<file path="src/rtl/ohs_boost_pwm_l1.sv">
// ohs_boost_pwm_l1
// Edge-aligned PWM generator that drives the level-1 boost model. A sawtooth
// carrier counter is compared against a duty-derived threshold to produce the
// switch gate. A programmable prescaler produces the model's integration strobe.
// Period and compare value are double-buffered: they only take effect at a
// period boundary, or at any time while the modulator is idle.
//
// Ports
//   aclk     in   clock
//   resetn   in   synchronous active-low reset
//   enable   in   1 = modulator running, 0 = outputs idle
//   period   in   carrier period in aclk cycles
//   duty     in   signed duty command, fixed point with data_decimal fraction bits
//   ce_div   in   ce strobe divider (0 behaves as 1), sampled live
//   S1_pwm   out  switch gate (1 = switch closed)
//   ce       out  one-cycle integration strobe
//   sync     out  one-cycle pulse on the first cycle of each period
//   cmp_cnt  out  compare value currently in use
module ohs_boost_pwm_l1 #(
   parameter int data_width   = 32,
   parameter int data_decimal = 22,
   parameter int cnt_width    = 16
) (
   input  logic                         aclk,
   input  logic                         resetn,
   input  logic                         enable,
   input  logic [cnt_width-1:0]         period,
   input  logic signed [data_width-1:0] duty,
   input  logic [cnt_width-1:0]         ce_div,
   output logic                         S1_pwm,
   output logic                         ce,
   output logic                         sync,
   output logic [cnt_width-1:0]         cmp_cnt
);

   localparam longint unsigned         one_ll   = 64'd1 << data_decimal;
   localparam logic [data_width-1:0]   duty_one = data_width'(one_ll);
   localparam logic [cnt_width-1:0]    cnt_one  = cnt_width'(1);

   logic [cnt_width-1:0]    cnt;
   logic [cnt_width-1:0]    psc;
   logic [cnt_width-1:0]    period_sh;
   logic [cnt_width-1:0]    cmp_sh;
   logic [data_width-1:0]   duty_clamped;
   logic [2*data_width-1:0] prod;
   logic [cnt_width-1:0]    cmp_next;
   logic [cnt_width-1:0]    div;
   logic                    run;
   logic                    wrap;
   logic                    shadow_load;
   logic                    psc_last;

   // Clamp duty into [0, 1.0] so the compare value never exceeds the period.
   always_comb begin
      duty_clamped = duty;
      if (duty[data_width-1])
         duty_clamped = '0;
      else if (duty > $signed(duty_one))
         duty_clamped = duty_one;
   end

   assign prod     = {{data_width{1'b0}}, duty_clamped}
                   * {{(2*data_width-cnt_width){1'b0}}, period};
   assign cmp_next = cnt_width'(prod >> data_decimal);

   assign run         = (period_sh != '0);
   assign wrap        = run && (cnt == period_sh - cnt_one);
   // A zero shadow period keeps reloading so a fresh period is picked up at once.
   assign shadow_load = !enable || !run || wrap;

   assign div      = (ce_div == '0) ? cnt_one : ce_div;
   // Using >= lets the prescaler recover immediately when ce_div is lowered
   // below its current value.
   assign psc_last = (psc >= div - cnt_one);

   always_ff @(posedge aclk) begin
      if (!resetn) begin
         cnt       <= '0;
         psc       <= '0;
         period_sh <= '0;
         cmp_sh    <= '0;
         S1_pwm    <= 1'b0;
         sync      <= 1'b0;
         ce        <= 1'b0;
      end else begin
         if (shadow_load) begin
            period_sh <= period;
            cmp_sh    <= cmp_next;
         end

         if (!enable || !run || wrap)
            cnt <= '0;
         else
            cnt <= cnt + cnt_one;

         S1_pwm <= enable && run && (cnt < cmp_sh);
         sync   <= enable && run && (cnt == '0);

         if (!enable) begin
            psc <= '0;
            ce  <= 1'b0;
         end else begin
            psc <= psc_last ? '0 : psc + cnt_one;
            ce  <= (psc == div - cnt_one);
         end
      end
   end

   assign cmp_cnt = cmp_sh;

endmodule
</file>
<file path="config.mk">
export PLATFORM = sky130hd
export DESIGN_NAME = ohs_boost_pwm_l1
export DESIGN_NICKNAME = d
export VERILOG_FILES = /design/src/rtl/ohs_boost_pwm_l1.sv
export SDC_FILE = /design/constraint.sdc
export NUM_CORES = 1
export LEC_CHECK = 0
export ABC_AREA = 0
export BUFFER_PORTS_ARGS = -buffer_cell sky130_fd_sc_hd__buf_2
export CAP_MARGIN = 0
export CORE_AREA = 5 5 215 217
export CTS_BUF_LIST = sky130_fd_sc_hd__clkbuf_8
export DETAILED_ROUTE_END_ITERATION = 8
export DIE_AREA = 0 0 220 222
export GPL_ROUTABILITY_DRIVEN = 0
export HOLD_SLACK_MARGIN = 0.08
export PLACE_DENSITY = 0.68
export SYNTH_ARGS = -nofsm -noshare
export SYNTH_HDL_FRONTEND = slang
export SYNTH_SLANG_ARGS = --single-unit
</file>
<file path="constraint.sdc">
create_clock -name aclk -period 7.99 [get_ports aclk]
set_input_delay 0.799 -clock aclk [delete_from_list [all_inputs] [get_ports aclk]]
set_output_delay 0.799 -clock aclk [all_outputs]
set_load 0.02 [all_outputs]
</file>
# After elaboration in Yosys (flattened, before gate mapping)
# Cells that the tools add are included.
[totals] ff_bits=67 inputBits=67
[classes] addsub=4 n_mul=1 n_lt_le_gt_ge=3 eq_ne=2 muxes=3 bitwise=2 n_reduce_logical=14
[op_table] cell="$mul 32x16->38" count=1
[op_table] cell="$add 16x1->16 const B" count=2
[op_table] cell="$eq 16x16->1" count=2
[op_table] cell="$gt 32x24->1 const B" count=1
[op_table] cell="$logic_not 16->1" count=2
[op_table] cell="$mux 32" count=1
[op_table] cell="$sub 16x1->16 const B" count=2
[op_table] cell="$mux 31" count=1
[op_table] cell="$ge 16x16->1" count=1
[op_table] cell="$lt 16x16->1" count=1
[op_table] cell="$mux 16" count=1
[op_table] cell="$reduce_bool 16->1" count=1
[op_table] cell="$logic_and 1x1->1" count=4
[op_table] cell="$reduce_or 3->1" count=1
[op_table] cell="$logic_not 1->1" count=2
[op_table] cell="$logic_or 1x1->1" count=2
[op_table] cell="$not 1->1" count=2
[op_table] cell="$reduce_and 2->1" count=1
[op_table] cell="$reduce_or 2->1" count=1

# Depth between registers and ports, before layout
# Gate-level depths: netlist (run 1).
[depth] ltp_word=5 ltp_mapped=30 mapped_depth_nobuf=27

# Least setup slack after synthesis (run 1)
# Ideal clock, no wire load.
[synth_path] path_type="in2reg" startpoint="input duty[18]" endpoint="register cmp_sh[11], in the netlist cmp_cnt[11]" setup_ps=123 t_arrival_ps=7773 t_required_ps=7867 setup_slack_ps=94 stages=29 n_path_buf=3 cell_sequence="or4_1 o41a_1 nor2_1 clkbuf_1 clkbuf_1 and2_1 clkbuf_1 nand2_1 fa_1 inv_1 fa_1 inv_1 fa_1 inv_1 fa_1 fa_1 inv_1 fa_1 inv_1 ha_1 a21oi_1 a21boi_0 nor3_1 nand4_1 o21ai_1 o31ai_1 a41oi_1 xor2_1 o22ai_1"
[synth_between] elab_chain_cells=4
[synth_rtl] item="start: declaration" line="28" rtl="input logic signed [data_width-1:0] duty,"
[synth_rtl] item="$gt 32x24->1" line="58" rtl="else if (duty > $signed(duty_one))"
[synth_rtl] item="$mux 31 *" line="58"
[synth_rtl] item="$mux 32 *" line="56" rtl="if (duty[data_width-1])"
[synth_rtl] item="$mul 32x16->38 *" line="63" rtl="* {{(2*data_width-cnt_width){1'b0}}, period};"
[synth_rtl] item="end signal: assignment" line="88" rtl="cmp_sh <= cmp_next;"
[synth_rtl] item="end: declaration" line="43" rtl="logic [cnt_width-1:0] cmp_sh;"
# Every way passes the cells marked *; elsewhere a longest branch is shown, timed or not.
# A chain may end at the register's enable or synchronous reset.

# Worst setup path in the final report (run 1)
[layout_path] startpoint="input duty[5]" endpoint="register cmp_sh[12], in the netlist cmp_cnt[12]"
# The elaborated chain is that of the path after synthesis.

==> metrics, run 1 <==
outcome finished, final reports clean; half-perimeter wire length after placement ~40,000 µm; Post-layout nets approximately 2,800; type of the setup path with the least slack input pin to register; cell leakage power 10.71 nW; Post-Synthesis Cell Area around 17,000 µm²; biggest area consumer among synthesized cells fa_1; number of detailed-route iterations in the first pass 5; initial antenna violation count 0; average wire per standard cell between 15 and 20 µm; via-per-instance ratio approximately 5.1; Max Slew Vio Count 0; internal power of the cells roughly 1.5 mW; number of global-route vias before repair 15,770; fraction of power consumed by combinational cells 78.0%; die width ~220 µm; largest net degree at the start of global routing 40; sequential area share after synthesis between 7 and 8%; count of endpoints failing hold in the final timing report 0; clock group share of total power between 8 and 9%; fraction of synthesized cell area taken by the top area cell type a little over two fifths; Global Route met3 Usage 3.769%; top-count cell post-synth inv_1; later-pin clock latency in the skew report about 360 ps; number of clock buffers inserted by TritonCTS 9; largest fanout of any net on the critical path 5; starting density of the core approximately two fifths; end-of-flow core utilization 46.68%; most heavily used metal layer in global routing met2; total length of routed wires slightly below 50,000 µm; TritonCTS clock tree built; number of enable flip-flop cells after synthesis 0; total of fill cells in the finished design 4,228; peak ir drop on the vdd network 0.2324 mV; GR Util met2 between 30% and 40%; Critical Path Max Stage Delay roughly 540 ps; leading post-synthesis cells by cell area fa_1, inv_1, ha_1; start point of the critical path duty[5]; layout cell share with drive strength beyond 1 between 10% and 20%; global-route wire length before repair 78,870 µm; total of flip-flops plus latches after synthesis between 60 and 70; vias after detailed routing 14,640; number of sinks driven by the clock tree 67; M1 GR Usage about a quarter; number of buffer cells added on primary ports 85; FFs w/ async S/R, synth 0%; synthesized area divided by synthesized cell count 8.625 µm²; clock slew at reported path FFs ~70 ps; Arr. time, crit path 8190 ps; RSZ-0062 raised after global routing true; # Max-Cap Violations 0; Clock Tree Buf Depth 2; library cell used as clock root buffer clkbuf_8; predominant post-synthesis flop cell dfxtp_1; starting DRC count in detailed routing approximately 1,000; drc violations 0; antenna diode count 0; Power Total 2.890 mW; Synthesis Warnings 0; hold buffers post-CTS 0; area of the die ~50,000 µm²; data required time at the worst endpoint 8290 ps; Chip Height ~220 µm; Post-Layout Inst Area roughly 20,000 µm²; minimum setup slack after placement -1021 ps; Flop pwr share between 10% and 20%; final critical-path setup slack around 100 ps; Post-Route Skew 9.645 ps; highest clock rate 126.8 MHz; transition at the pin with the smallest max-transition slack about 840 ps; residual antenna-violating net count after detailed routing 0; Gate Count Post-Synth ~2,000; Distinct cells, synth 65; launch instance of the worst register-to-register path period_sh[2]$_SDFFE_PN0P_; total placed instance area 19,730 µm²; list of most frequent post-synthesis cells inv_1, fa_1, nand2_1, and3_1, ha_1; Site Rows 77; net switching power approximately 1.4 mW; Max-Slew Margin vs Limit 43.91%; final critical path time including I/O delays and setup around 7900 ps; Ports 86; count of H-tree levels built during CTS 3; global-route usage over all layers 20.00%; worst hold path startpoint cmp_cnt[7]$_SDFFE_PN0P_; global route total overflow 0; Syn-to-layout area delta 17.71%; Worst path slowest cell fa_1; CP dominant cell by count fa_1; Setup-failing EPs final 0; category of the worst setup path launch point input pin; switching fraction of total power between 40% and 50%; Hold Crit Class register to register; core area about 44,000 µm²; final critical-path share of the clock period a little over nine tenths; endpoint type of the worst setup path register; total power per unit cell area about 140 nW/µm²
through the flow:
step	instances	setup TNS, ps	hold WS (ps)
after CTS	2850	0	513.5
final	2866	0	519.7
after detailed placement	2834	-12590	499.5
after global routing	2866	-1301	552.9
after global placement	2834	-10030	501.6
after floorplan	2102	0	457.9
power by group through the flow:
stage               Combinational [mW]  Sequential [mW]  Clock [mW]
global placement                  2.05            0.410           0
global route                      2.51            0.405       0.256
detailed placement                2.11            0.410           0
finish                            2.25            0.402       0.235
floorplan                         1.31            0.424           0
CTS                               2.13            0.403       0.243
cells in the final DEF (no fill, tap or decap), drive strengths merged, types with 4 or more instances in the layout:
master	instances
fa	369
conb	84
nand2	272
and3	142
clkbuf	12
o21ai	15
or4	4
buf	251
xnor2	45
a211oi	6
a21o	25
nand4	22
nor3	21
nand4b	5
dfxtp	67
nor2b	25
ha	114
inv	467
nand3	31
a21oi	31
nand2b	5
nor2	81
mux2i	22
and2	28
or3	4
xor2	34
a21boi	4
a31oi	10
o21a	6
o22ai	8
nor4	17
layout make-up:
type / count / area [µm²] / area share [%]
Inverter: 463 / 1738 / 8.474
Sequential cell: 67 / 1341 / 6.540
Timing Repair Buffer: 254 / 1883 / 9.182
Multi-Input combinational cell: 1474 / 14650 / 71.44
Clock inverter: 7 / 30.03 / 0.1464
Clock buffer: 9 / 123.9 / 0.6040
Tap cell: 592 / 740.7 / 3.612
logic make-up (layout without fill, tap and decap cells):
kind of cell             count (synthesis)  count (layout)  synth area share, %
AND/OR/NAND/NOR                        671             671                18.99
buffers and inverters                  561             733                12.19
adder cells (fa/ha/maj)                483             483                50.59
AO/OA/AOI/OAI                          135             135                5.257
XOR/XNOR                                79              79                3.971
flip-flops                              67              67                7.698
multiplexers                            22              22                1.264
other                                    2              84              0.04310
flip-flops by register name, summed over array words and instances, names as in the netlist:
signal / count
psc: 16
ce: 1
cmp_cnt: 16
period_sh: 16
cnt: 16
sync: 1
S1_pwm: 1
path summary, 6_finish.rpt:
kind / slack (ps) / cells past startpoint / endpoint
worst min register to register: 520 / 2 / cmp_cnt[7]$_SDFFE_PN0P_
worst min-delay path: 520 / 2 / cmp_cnt[7]$_SDFFE_PN0P_
worst max register to register: 4360 / 9 / cmp_cnt[3]$_SDFFE_PN0P_
worst max-delay path: 100 / 34 / cmp_cnt[12]$_SDFFE_PN0P_
metal layers:
layer | up-vias | routed length (µm)
li1 | 6596 | -
met1 | 7320 | 18600
met2 | 552 | 24310
met3 | 172 | 3752
met4 | 0 | 2474
met5 | - | 0
worst max-delay path, delay by kind of cell:
kind,cells,cell delay (ps)
adder cells (fa/ha/maj),7,3370
AND/OR/NAND/NOR,9,1490
AO/OA/AOI/OAI,6,1320
buffers and inverters,12,1190
repair_timing:
item | in CTS | in global routing
buffers inserted | 0 | 16
cloned | 0 | 3
setup endpoints to repair | 16 | 16
gates resized for setup | 7 | 111
pin swaps | 1 | 64
(Power assumes the default switching activity.)
==> run 2, diff against run 1 <==
- PLACE_DENSITY: 0.68 -> 0.66
- clock period: 7.99 -> 8.5 ns (I/O delays scaled with it)
==> run 2 against run 1 <==
Sequential power fell by 6.0%; hold slack lost 16 ps; first-iteration DRC count decreased by 8.0%; critical path type unchanged; critical endpoint unchanged; largest cell class unchanged; largest power group unchanged.
==> metrics, run 2 (synthesis gave the netlist of run 1 again) <==
commonest non-fill, non-tap cell in the layout inv_1; via-per-instance ratio roughly 5; clock slew at reported path FFs around 70 ps; layout cell share with drive strength beyond 1 about a tenth; transition at the pin with the smallest max-transition slack between 700 and 800 ps; TritonCTS clock tree built; Post-Route Skew about 10 ps; internal power of the cells approximately 1.3 mW; worst hold path startpoint psc[0]$_SDFF_PP0_; switching fraction of total power between 40% and 50%; Flop pwr share between 10% and 20%; vias after detailed routing approximately 14,000; Max-Slew Margin vs Limit a little under half; Final Non-Filler Cells ~2,800; later-pin clock latency in the skew report between 300 and 400 ps; category of the worst setup path launch point input pin; count of H-tree levels built during CTS 3; global route total overflow 0; number of clock buffers inserted by TritonCTS 9; Chip Height approximately 220 µm; data required time at the worst endpoint between 8000 and 9000 ps; RSZ-0062 raised after global routing false; hold buffers post-CTS 0; total length of routed wires approximately 47,000 µm; peak ir drop on the vdd network between 0.2 and 0.3 mV; largest fanout of any net on the critical path 24; starting DRC count in detailed routing approximately 930; number of global-route vias before repair ~15,000; setup slack, reg-to-reg slightly above 5000 ps; number of detailed-route iterations in the first pass 5; number of sinks driven by the clock tree 67; post-CTS setup-driven buffer insertion count 0; Max Slew Vio Count 0; starting density of the core roughly two fifths; Post-layout nets between 2,000 and 3,000; Ports 86; Power Total around 2.5 mW; total of fill cells in the finished design between 4,000 and 5,000; most frequent cells in the layout inv_1, fa_1, nand2_1; fraction of power consumed by combinational cells 75.6%; Syn-to-layout area delta 12.60%; core area about 44,000 µm²; Critical Path Max Stage Delay about 530 ps; highest clock rate roughly 120 MHz; start point of the critical path duty[9]; launch instance of the worst register-to-register path period_sh[3]$_SDFFE_PN0P_; Worst path slowest cell fa_1; final critical-path share of the clock period 94.93%; residual antenna-violating net count after detailed routing 0; net switching power between 1 and 1.5 mW; count of endpoints failing hold in the final timing report 0; Clock Tree Buf Depth 2; area of the die approximately 49,000 µm²; number of buffer cells added on primary ports 85; final critical path time including I/O delays and setup 8069 ps; outcome finished, final reports clean; CP dominant cell by count fa_1; Site Rows 77; Resized cells post-CTS 0; total power per unit cell area ~130 nW/µm²; global-route usage over all layers 19.83%; drc violations 0; half-perimeter wire length after placement about 39,000 µm; largest net degree at the start of global routing 44; type of the setup path with the least slack input pin to register; Arr. time, crit path 8360 ps; endpoint type of the worst setup path register; number of placed cells counting well taps ~2,800; initial antenna violation count 3; setup TNS 0 ps; library cell used as clock root buffer clkbuf_8; end-of-flow core utilization roughly 45%; average wire per standard cell about 17 µm; Hold Crit Class register to register; # Max-Cap Violations 0; Setup-failing EPs final 0; clock group share of total power a little under a tenth; die width about 220 µm; cell leakage power around 10 nW; global-route wire length before repair approximately 78,000 µm
-- run 2: path summary, 6_finish.rpt --
check,to,depth (start not counted)
setup reg to reg,cmp_cnt[12]$_SDFFE_PN0P_,10
hold / removal,psc[0]$_SDFF_PP0_,1
hold reg to reg,psc[0]$_SDFF_PP0_,1
setup / recovery,cmp_cnt[12]$_SDFFE_PN0P_,32
-- run 2: stage by stage --
| stage | cell area, µm² | hold WS, ps | setup slack (ps) |
|---|---|---|---|
| global placement | 19430 | 490.2 | -28.32 |
| global route | 19610 | 533.2 | 120.8 |
| finish | 19620 | 503.3 | 430.5 |
| detailed placement | 19430 | 495.4 | -95.24 |
| floorplan | 17730 | 457.9 | 553.0 |
| CTS | 19600 | 507.3 | 236.2 |
-- run 2: final cells by class --
| cell class | count | area [µm²] | share of cell area (%) |
|---|---|---|---|
| flip-flops and latches | 67 | 1341 | 6.837 |
| clock buffers | 10 | 137.6 | 0.7016 |
| well taps | 592 | 740.7 | 3.776 |
| repair buffers | 200 | 1326 | 6.761 |
| diodes | 2 | 5.005 | 0.02551 |
| clock inverters | 4 | 28.78 | 0.1467 |
| inverters | 463 | 1738 | 8.859 |
| multi-input cells | 1474 | 14300 | 72.89 |
-- run 2: power by group through the flow --
stage	registers (mW)	clock network (mW)	logic, mW
2_1_floorplan	0.399	0	1.23
3_3_place_gp	0.385	0	1.84
3_5_place_dp	0.385	0	1.88
4_1_cts	0.378	0.241	1.89
5_1_grt	0.381	0.257	2.14
6_report	0.378	0.233	1.89
-- run 2: metal layers --
| metal | global-route usage (%) | routed length [µm] |
|---|---|---|
| met4 | 7.288 | 2110 |
| met1 | 25.14 | 18450 |
| met2 | 34.25 | 23230 |
| met3 | 2.950 | 3208 |
| met5 | 0 | 7 |
-- run 2: critical path, delay by kind of cell --
kind                     cells  cell delay, ps
adder cells (fa/ha/maj)      7            3260
buffers and inverters       10            1050
AO/OA/AOI/OAI                7            1600
AND/OR/NAND/NOR              8            1550
